==> src/rtl/ip_msxbus_vdp_bridge.sv <==
// Bridges the asynchronous MSX cartridge bus onto the VDP req/ack register port.
// Optional MSXBUS_WRITE_FIFO_EN: queue writes in a 2^FIFO_DEPTH_LOG2-entry FIFO instead of stalling on them.
module ip_msxbus_vdp_bridge #(
  parameter int FIFO_DEPTH_LOG2 = 2
) (
  input  logic       clk,
  input  logic       reset,
  input  logic       n_ce,
  input  logic       n_trd,
  input  logic       n_twr,
  input  logic [1:0] ta,
  input  logic [7:0] td_in,
  output logic [7:0] td_out,
  output logic       tdir,
  output logic       twait,
  output logic       req,
  input  logic       ack,
  output logic       wr,
  output logic [1:0] address,
  output logic [7:0] wdata,
  input  logic [7:0] rdata
);

  typedef enum logic [2:0] {IDLE, WR_FULL, RD_DRAIN, RD_REQ, RD_DRIVE, WAIT_END} state_t;

  state_t      state, state_nxt;
  logic [2:0]  strb_p0, strb_p1;
  logic [9:0]  dat_p0, dat_p1;
  logic        ce_s, rd_s, wr_s;
  logic [1:0]  ta_s;
  logic [7:0]  td_s;
  logic        rd_act_p2, wr_act_p2, act_p3;
  logic        start;
  logic [1:0]  rd_ta, rd_ta_nxt;
  logic [7:0]  td_out_nxt, wdata_nxt;
  logic [1:0]  address_nxt;
  logic        tdir_nxt, twait_nxt, req_nxt, wr_nxt;
  logic        fifo_empty;

  assign {ce_s, rd_s, wr_s} = strb_p1;
  assign {ta_s, td_s}       = dat_p1;
  assign start              = (rd_act_p2 | wr_act_p2) & ~act_p3;

  // Stages 0-1 synchronise, stage 2 decodes the access, stage 3 holds it for edge detection
  always_ff @(posedge clk) begin
    if (reset) begin
      strb_p0   <= 3'b111;
      strb_p1   <= 3'b111;
      rd_act_p2 <= 1'b0;
      wr_act_p2 <= 1'b0;
      act_p3    <= 1'b0;
    end else begin
      strb_p0   <= {n_ce, n_trd, n_twr};
      strb_p1   <= strb_p0;
      rd_act_p2 <= ~ce_s & ~rd_s;
      wr_act_p2 <= ~ce_s & ~wr_s;
      act_p3    <= rd_act_p2 | wr_act_p2;
    end
  end

  always_ff @(posedge clk) begin
    dat_p0 <= {ta, td_in};
    dat_p1 <= dat_p0;
  end

`ifdef MSXBUS_WRITE_FIFO_EN
  localparam int DEPTH = 1 << FIFO_DEPTH_LOG2;
  localparam logic [FIFO_DEPTH_LOG2:0] PTR_ONE = 1;

  logic [9:0]               fifo_mem [DEPTH];
  logic [FIFO_DEPTH_LOG2:0] wr_ptr, rd_ptr;
  logic                     fifo_full, push, pop;

  assign fifo_empty = (wr_ptr == rd_ptr);
  assign fifo_full  = (wr_ptr[FIFO_DEPTH_LOG2] != rd_ptr[FIFO_DEPTH_LOG2]) &&
                      (wr_ptr[FIFO_DEPTH_LOG2-1:0] == rd_ptr[FIFO_DEPTH_LOG2-1:0]);

  // The head entry stays queued until its ack, so a full FIFO includes the write in flight
  always_ff @(posedge clk) begin
    if (reset) begin
      wr_ptr <= '0;
      rd_ptr <= '0;
    end else begin
      if (push) wr_ptr <= wr_ptr + PTR_ONE;
      if (pop)  rd_ptr <= rd_ptr + PTR_ONE;
    end
  end

  always_ff @(posedge clk) begin
    if (push) fifo_mem[wr_ptr[FIFO_DEPTH_LOG2-1:0]] <= {ta_s, td_s};
  end
`else
  assign fifo_empty = 1'b1;
`endif

  always_comb begin
    state_nxt   = state;
    td_out_nxt  = td_out;
    tdir_nxt    = tdir;
    twait_nxt   = twait;
    req_nxt     = req;
    wr_nxt      = wr;
    address_nxt = address;
    wdata_nxt   = wdata;
    rd_ta_nxt   = rd_ta;
`ifdef MSXBUS_WRITE_FIFO_EN
    push = 1'b0;
    pop  = 1'b0;
`endif

    if (req && ack) begin
      req_nxt = 1'b0;
`ifdef MSXBUS_WRITE_FIFO_EN
      pop = wr;
    end else if (!req && !fifo_empty && state != RD_REQ) begin
      req_nxt = 1'b1;
      wr_nxt  = 1'b1;
      {address_nxt, wdata_nxt} = fifo_mem[rd_ptr[FIFO_DEPTH_LOG2-1:0]];
`endif
    end

    case (state)
      IDLE: begin
        if (start) begin
          if (rd_act_p2) begin
            twait_nxt = 1'b1;
            rd_ta_nxt = ta_s;
            if (fifo_empty && !req) begin
              req_nxt     = 1'b1;
              wr_nxt      = 1'b0;
              address_nxt = ta_s;
              state_nxt   = RD_REQ;
            end else begin
              state_nxt = RD_DRAIN;
            end
          end else begin
`ifdef MSXBUS_WRITE_FIFO_EN
            if (!fifo_full) begin
              push      = 1'b1;
              state_nxt = WAIT_END;
            end else begin
              twait_nxt = 1'b1;
              state_nxt = WR_FULL;
            end
`else
            twait_nxt   = 1'b1;
            req_nxt     = 1'b1;
            wr_nxt      = 1'b1;
            address_nxt = ta_s;
            wdata_nxt   = td_s;
            state_nxt   = RD_REQ;
`endif
          end
        end
      end
      WR_FULL: begin
`ifdef MSXBUS_WRITE_FIFO_EN
        if (!fifo_full) begin
          push      = 1'b1;
          twait_nxt = 1'b0;
          state_nxt = WAIT_END;
        end
`endif
      end
      RD_DRAIN: begin
        if (fifo_empty && !req) begin
          req_nxt     = 1'b1;
          wr_nxt      = 1'b0;
          address_nxt = rd_ta;
          state_nxt   = RD_REQ;
        end
      end
      RD_REQ: begin
        // Without the FIFO, writes also wait here; wr tells the two apart
        if (req && ack) begin
          twait_nxt = 1'b0;
          if (wr) begin
            state_nxt = WAIT_END;
          end else begin
            td_out_nxt = rdata;
            tdir_nxt   = 1'b1;
            state_nxt  = RD_DRIVE;
          end
        end
      end
      RD_DRIVE: begin
        if (!rd_act_p2) begin
          tdir_nxt  = 1'b0;
          state_nxt = IDLE;
        end
      end
      WAIT_END: begin
        if (!rd_act_p2 && !wr_act_p2) state_nxt = IDLE;
      end
      default: state_nxt = IDLE;
    endcase
  end

  always_ff @(posedge clk) begin
    if (reset) begin
      state   <= IDLE;
      td_out  <= 8'h00;
      tdir    <= 1'b0;
      twait   <= 1'b0;
      req     <= 1'b0;
      wr      <= 1'b0;
      address <= 2'd0;
      wdata   <= 8'h00;
    end else begin
      state   <= state_nxt;
      td_out  <= td_out_nxt;
      tdir    <= tdir_nxt;
      twait   <= twait_nxt;
      req     <= req_nxt;
      wr      <= wr_nxt;
      address <= address_nxt;
      wdata   <= wdata_nxt;
    end
  end

  always_ff @(posedge clk) begin
    rd_ta <= rd_ta_nxt;
  end

endmodule

==> config.mk <==
export PLATFORM = sky130hd
export DESIGN_NAME = ip_msxbus_vdp_bridge
export DESIGN_NICKNAME = d
export VERILOG_FILES = /design/src/rtl/ip_msxbus_vdp_bridge.sv
export SDC_FILE = /design/constraint.sdc
export NUM_CORES = 1
export LEC_CHECK = 0
export CAP_MARGIN = 0
export CORE_MARGIN = 1.5
export CORE_UTILIZATION = 51
export DETAILED_ROUTE_END_ITERATION = 7
export PLACE_DENSITY = 0.83
export SYNTH_ARGS = -nofsm -noshare
export SYNTH_HDL_FRONTEND = slang
export SYNTH_SLANG_ARGS = --single-unit
==> constraint.sdc <==
create_clock -name clk -period 3.1 [get_ports clk]
set_input_delay 0.62 -clock clk [delete_from_list [all_inputs] [get_ports clk]]
set_output_delay 0.62 -clock clk [all_outputs]
set_load 0.05 [all_outputs]
* Word-level counts from Yosys, hierarchy flattened
Cells that the tools add are included.
** Cells by class
- Equal/unequal tests :: 12
- Bitwise gates (word level) :: 11
- Reduce and logical (&&, ||, !) cells :: 16
- Multiplexer cells :: 30
** Operators by type and width (number)
- $mux W3 :: 6
- $pmux W3 S6 :: 1
- $mux W1 :: 14
- $ne A2 B2 Y1 const B :: 6
- $reduce_and A3 Y1 :: 4
- $mux W2 :: 4
- $pmux W1 S2 :: 4
- $reduce_and A4 Y1 :: 2
- $not A1 Y1 :: 7
- $eq A3 B2 Y1 const B :: 2
- $eq A3 B3 Y1 const B :: 2
- $reduce_and A6 Y1 :: 1
- $reduce_bool A2 Y1 :: 3
- $pmux W2 S2 :: 1
- $and A1 B1 Y1 :: 3
- $eq A3 B1 Y1 const B :: 1
- $logic_not A3 Y1 :: 1
- $ne A3 B3 Y1 const B :: 1
- $logic_and A1 B1 Y1 :: 2
- $logic_not A1 Y1 :: 2
- $reduce_and A2 Y1 :: 1
- $or A1 B1 Y1 :: 1
** Storage, ports and cells
- Word-level logic and storage cells :: 85
- Input bits :: 24
- Flip-flop bits (word level) :: 56
- Output and inout port bits :: 22

* Longest topological paths before layout
- Word-level depth :: 6
- Mapped depth :: 6
- Mapped depth without buffers :: 4

* Least setup slack after synthesis
Ideal clock, no wire load.
- Kind :: reg-to-reg
- From :: reg req
- To :: reg tdir
- Stages on the path, launching flop included :: 6
- Arrival :: 1558 ps
- Setup time :: 91 ps
- Setup slack :: 1451 ps
- Buffers on the path :: 1
- Required time :: 3009 ps
- Period minus slack after synthesis :: 1649 ps
- Cells stage by stage :: dfxtp_1 and2_1 nor3b_1 buf_4 nor2_1 a311oi_1
** On the way
- Cells in the longest elaborated chain, start to end :: 3
** Ends and longest elaborated chain
- start, declared :: line 16 : output logic req,
- start signal, assigned :: line 214 : req <= req_nxt;
- $logic_and A1 B1 Y1 :: line 175 : if (req && ack) begin
- $ne A2 B2 Y1 (no line)
- $reduce_and A4 Y1 (no line)
- end signal, assigned :: line 212 : tdir <= tdir_nxt;
- end, declared :: line 14 : output logic tdir,
Every way passes these cells.
A chain may end at the register's enable or synchronous reset.

* Worst setup path after layout
- From :: reg wr
- To :: out wr
** RTL lines
- start, declared :: line 18 : output logic wr,
- start signal, assigned :: line 215 : wr <= wr_nxt;
No word-level cell between the ends.

==> impl_metrics.tcl <==
set metrics [dict create \
    finalWeightedCongestion 0.767 \
    drtAntennaViolNets 0 \
    power_mw 1.42 \
    end_kind "primary output" \
    yosysUniqueCellTypes 35 \
    first_pass_iters 4 \
    fin_area_um2 2370 \
    p_per_area_nw_per_um2 601 \
    netlist_instances 156 \
    crit_buf_inv 1 \
    die_w_um 62.9 \
    cpMaxStageDelayCell "clkdlybuf4s50_1" \
    die_area_um2 3960 \
    routedWlPerCell_um 13.0 \
    fillCellCount 252 \
    drv_slew 0 \
    grt_antenna_before_repair 0 \
    ios 46 \
    track_usage_pct 18.3 \
    final_layout_size_suffix_gt1_share_pct 11.9 \
    drt-initial-drc-count 51 \
    grt_max_degree 26 \
    synth_seq_cells 56 \
    clk_path_buf_depth 2 \
    fp.dieH_um 62.9 \
    crit_family "buffers and inverters" \
    cts_inserted_buffers 5 \
    seq_area_frac_synth_pct 62.3 \
    fp-row-count 21 \
    htreeDepth 2 \
    syn_to_final_growth_pct 29.3 \
    portBuffers 45 \
    clkSinkCount 56 \
    cellLeakagePower_nw 0.900 \
    synth_fp_nets 180 \
    min_path_type "register to register" \
    initial_core_util_pct 54.0 \
    final.period_utilization_pct 73.3 \
    fin_nets 225 \
    max_freq_mhz 440 \
    remaining_drc_errors 0 \
    cp_max_fo 4 \
    clock_latency_ns 0.38 \
    coreArea_um2 3390 \
    setup_ws_ns 0.826 \
    start_kind "register" \
    cts_setup_buffers 0 \
    setup_viol 0 \
    clk_pin_slew_worst_paths_ns 0.16 \
    syn-cell-area_um2 1830 \
    diodes 0 \
    min_period_ns 2.27 \
    pre_cts_ws_ns 0.898 \
    cp_slowest_stage_delay_ns 0.84 \
    path_cells "clkdlybuf4s50_1" \
    rsz0062_at_grt "no" \
    via_per_inst 5.12 \
    grt_pass1_wl_um 5600 \
    postCtsHoldBufs 0 \
    grt_pass1_vias 1227 \
    crit_type "register to primary output" \
    status "finished, final reports clean" \
    grt.overflow.total 0 \
    hpwlAfterDp_um 2300 \
    yosysWarningCount 0 \
    tightest_slew_ns 0.849 \
    finalWirelength_um 3230 \
    via_count 1269 \
    ir_worst_vdd_mv 0.411 \
    syn_avg_cell_area_um2 11.7 \
    maxCapViolations 0 \
    cts_resized 0 \
    worst_ep_arrival_time_ns 1.65 \
    maxSlewHeadroom_pct 43.2 \
    cts_root_buf "clkbuf_4" \
    cts_tree "yes" \
    placed_area_um2 2300 \
    fin_tns_setup_ns 0 \
    finalHoldViolations 0 \
    cp.required_ns 2.48 \
    skew_ns 0.00874 \
]
## metal layers
layer / track usage, % / vias up / wire length [um]
met5: 0 / - / 0
met4: 8.89 / 0 / 84
met2: 30.2 / 56 / 1580
li1: - / 623 / -
met1: 21.3 / 578 / 1350
met3: 6.13 / 12 / 212
## area by class of cell
cell class | instances | area, um2 | area share (%)
Sequential cell | 56 | 1140 | 48.2
Timing Repair Buffer | 47 | 465 | 19.7
Tap cell | 46 | 57.6 | 2.43
Inverter | 5 | 18.8 | 0.792
Multi-Input combinational cell | 86 | 622 | 26.3
Clock buffer | 5 | 37.5 | 1.58
Clock inverter | 3 | 26.3 | 1.11
## through the flow
stage	hold WS (ns)	cells	utilization, %
floorplan	0.310	156	-
global placement	0.311	240	68.0
detailed placement	0.312	240	68.0
CTS	0.344	248	69.9
global route	0.344	248	69.9
finish	0.344	248	69.9
## synth_stat cells
| cell | instances | area [um2] |
|---|---|---|
| or2_4 | 1 | 8.76 |
| xnor2_1 | 1 | 8.76 |
| a21oi_2 | 1 | 8.76 |
| a311oi_1 | 1 | 8.76 |
| a21oi_1 | 2 | 10.0 |
| buf_2 | 2 | 10.0 |
| o41ai_1 | 3 | 26.3 |
| a221oi_1 | 1 | 8.76 |
| buf_4 | 1 | 7.51 |
| and4bb_2 | 1 | 12.5 |
| nor2_1 | 23 | 86.3 |
| a211oi_4 | 1 | 20.0 |
| clkbuf_1 | 3 | 11.3 |
| nand2_2 | 1 | 6.26 |
| nor2b_1 | 2 | 12.5 |
| inv_1 | 5 | 18.8 |
| buf_1 | 1 | 3.75 |
| nor3b_1 | 2 | 15.0 |
| and2_1 | 2 | 12.5 |
| mux2i_1 | 18 | 180 |
| buf_6 | 2 | 22.5 |
| nand3b_1 | 1 | 7.51 |
| edfxtp_1 | 2 | 60.1 |
| nand4b_1 | 1 | 8.76 |
| or2_2 | 6 | 37.5 |
| a31o_1 | 1 | 8.76 |
| o21ai_0 | 5 | 25.0 |
| a211o_1 | 3 | 26.3 |
| a22o_1 | 1 | 8.76 |
| nor3_1 | 3 | 15.0 |
| o32a_4 | 1 | 22.5 |
| dfxtp_1 | 54 | 1080 |
| a31oi_1 | 1 | 6.26 |
| o31ai_1 | 2 | 15.0 |
| o21ba_2 | 1 | 10.0 |
## report_power, final
group | total [mW] | switching (mW) | internal [mW] | leakage (nW)
clock | 0.321 | 0.226 | 0.0948 | 0.0358
sequential | 0.808 | 0.0440 | 0.764 | 0.463
combinational | 0.295 | 0.158 | 0.136 | 0.401
## path summary, 6_finish.rpt
kind,depth (start not counted),slack (ns),start,to
max reg2reg,4,1.19,state[1],wdata[6]
min,0,0.34,dat_p0[0],dat_p1[0]
min reg2reg,0,0.34,dat_p0[0],dat_p1[0]
max,1,0.83,wr,wr
## layout by cell type (no fill, tap or decap), types with 2 or more instances in the layout
master	count
a211o_1	3
a21oi_1	2
and2_1	2
buf_4	2
clkbuf_4	5
clkdlybuf4s50_1	45
clkinv_4	2
dfxtp_1	54
edfxtp_1	2
inv_1	5
mux2i_1	18
nor2_1	23
nor2b_1	2
nor3_1	3
o21ai_0	5
o31ai_1	2
o41ai_1	3
or2_2	6
## kinds of logic (layout without fill, tap and decap cells)
group,Yosys count,after routing,share of synthesized area [%]
buf+inv,14,60,4.03
flops,56,56,62.3
simple gates,43,43,12.2
compound gates,24,24,11.2
xor+xnor,1,1,0.478
mux,18,18,9.84
## state kept, by name, indices dropped and copies added, names as in the netlist
name       cells
rd_ta          2
tdir           1
strb_p1        3
act_p3         1
twait          1
wr             1
state          3
strb_p0        3
dat_p1        10
rd_act_p2      1
wdata          8
dat_p0        10
req            1
td_out         8
address        2
wr_act_p2      1
No activity file was read; power rests on OpenSTA's default activity.
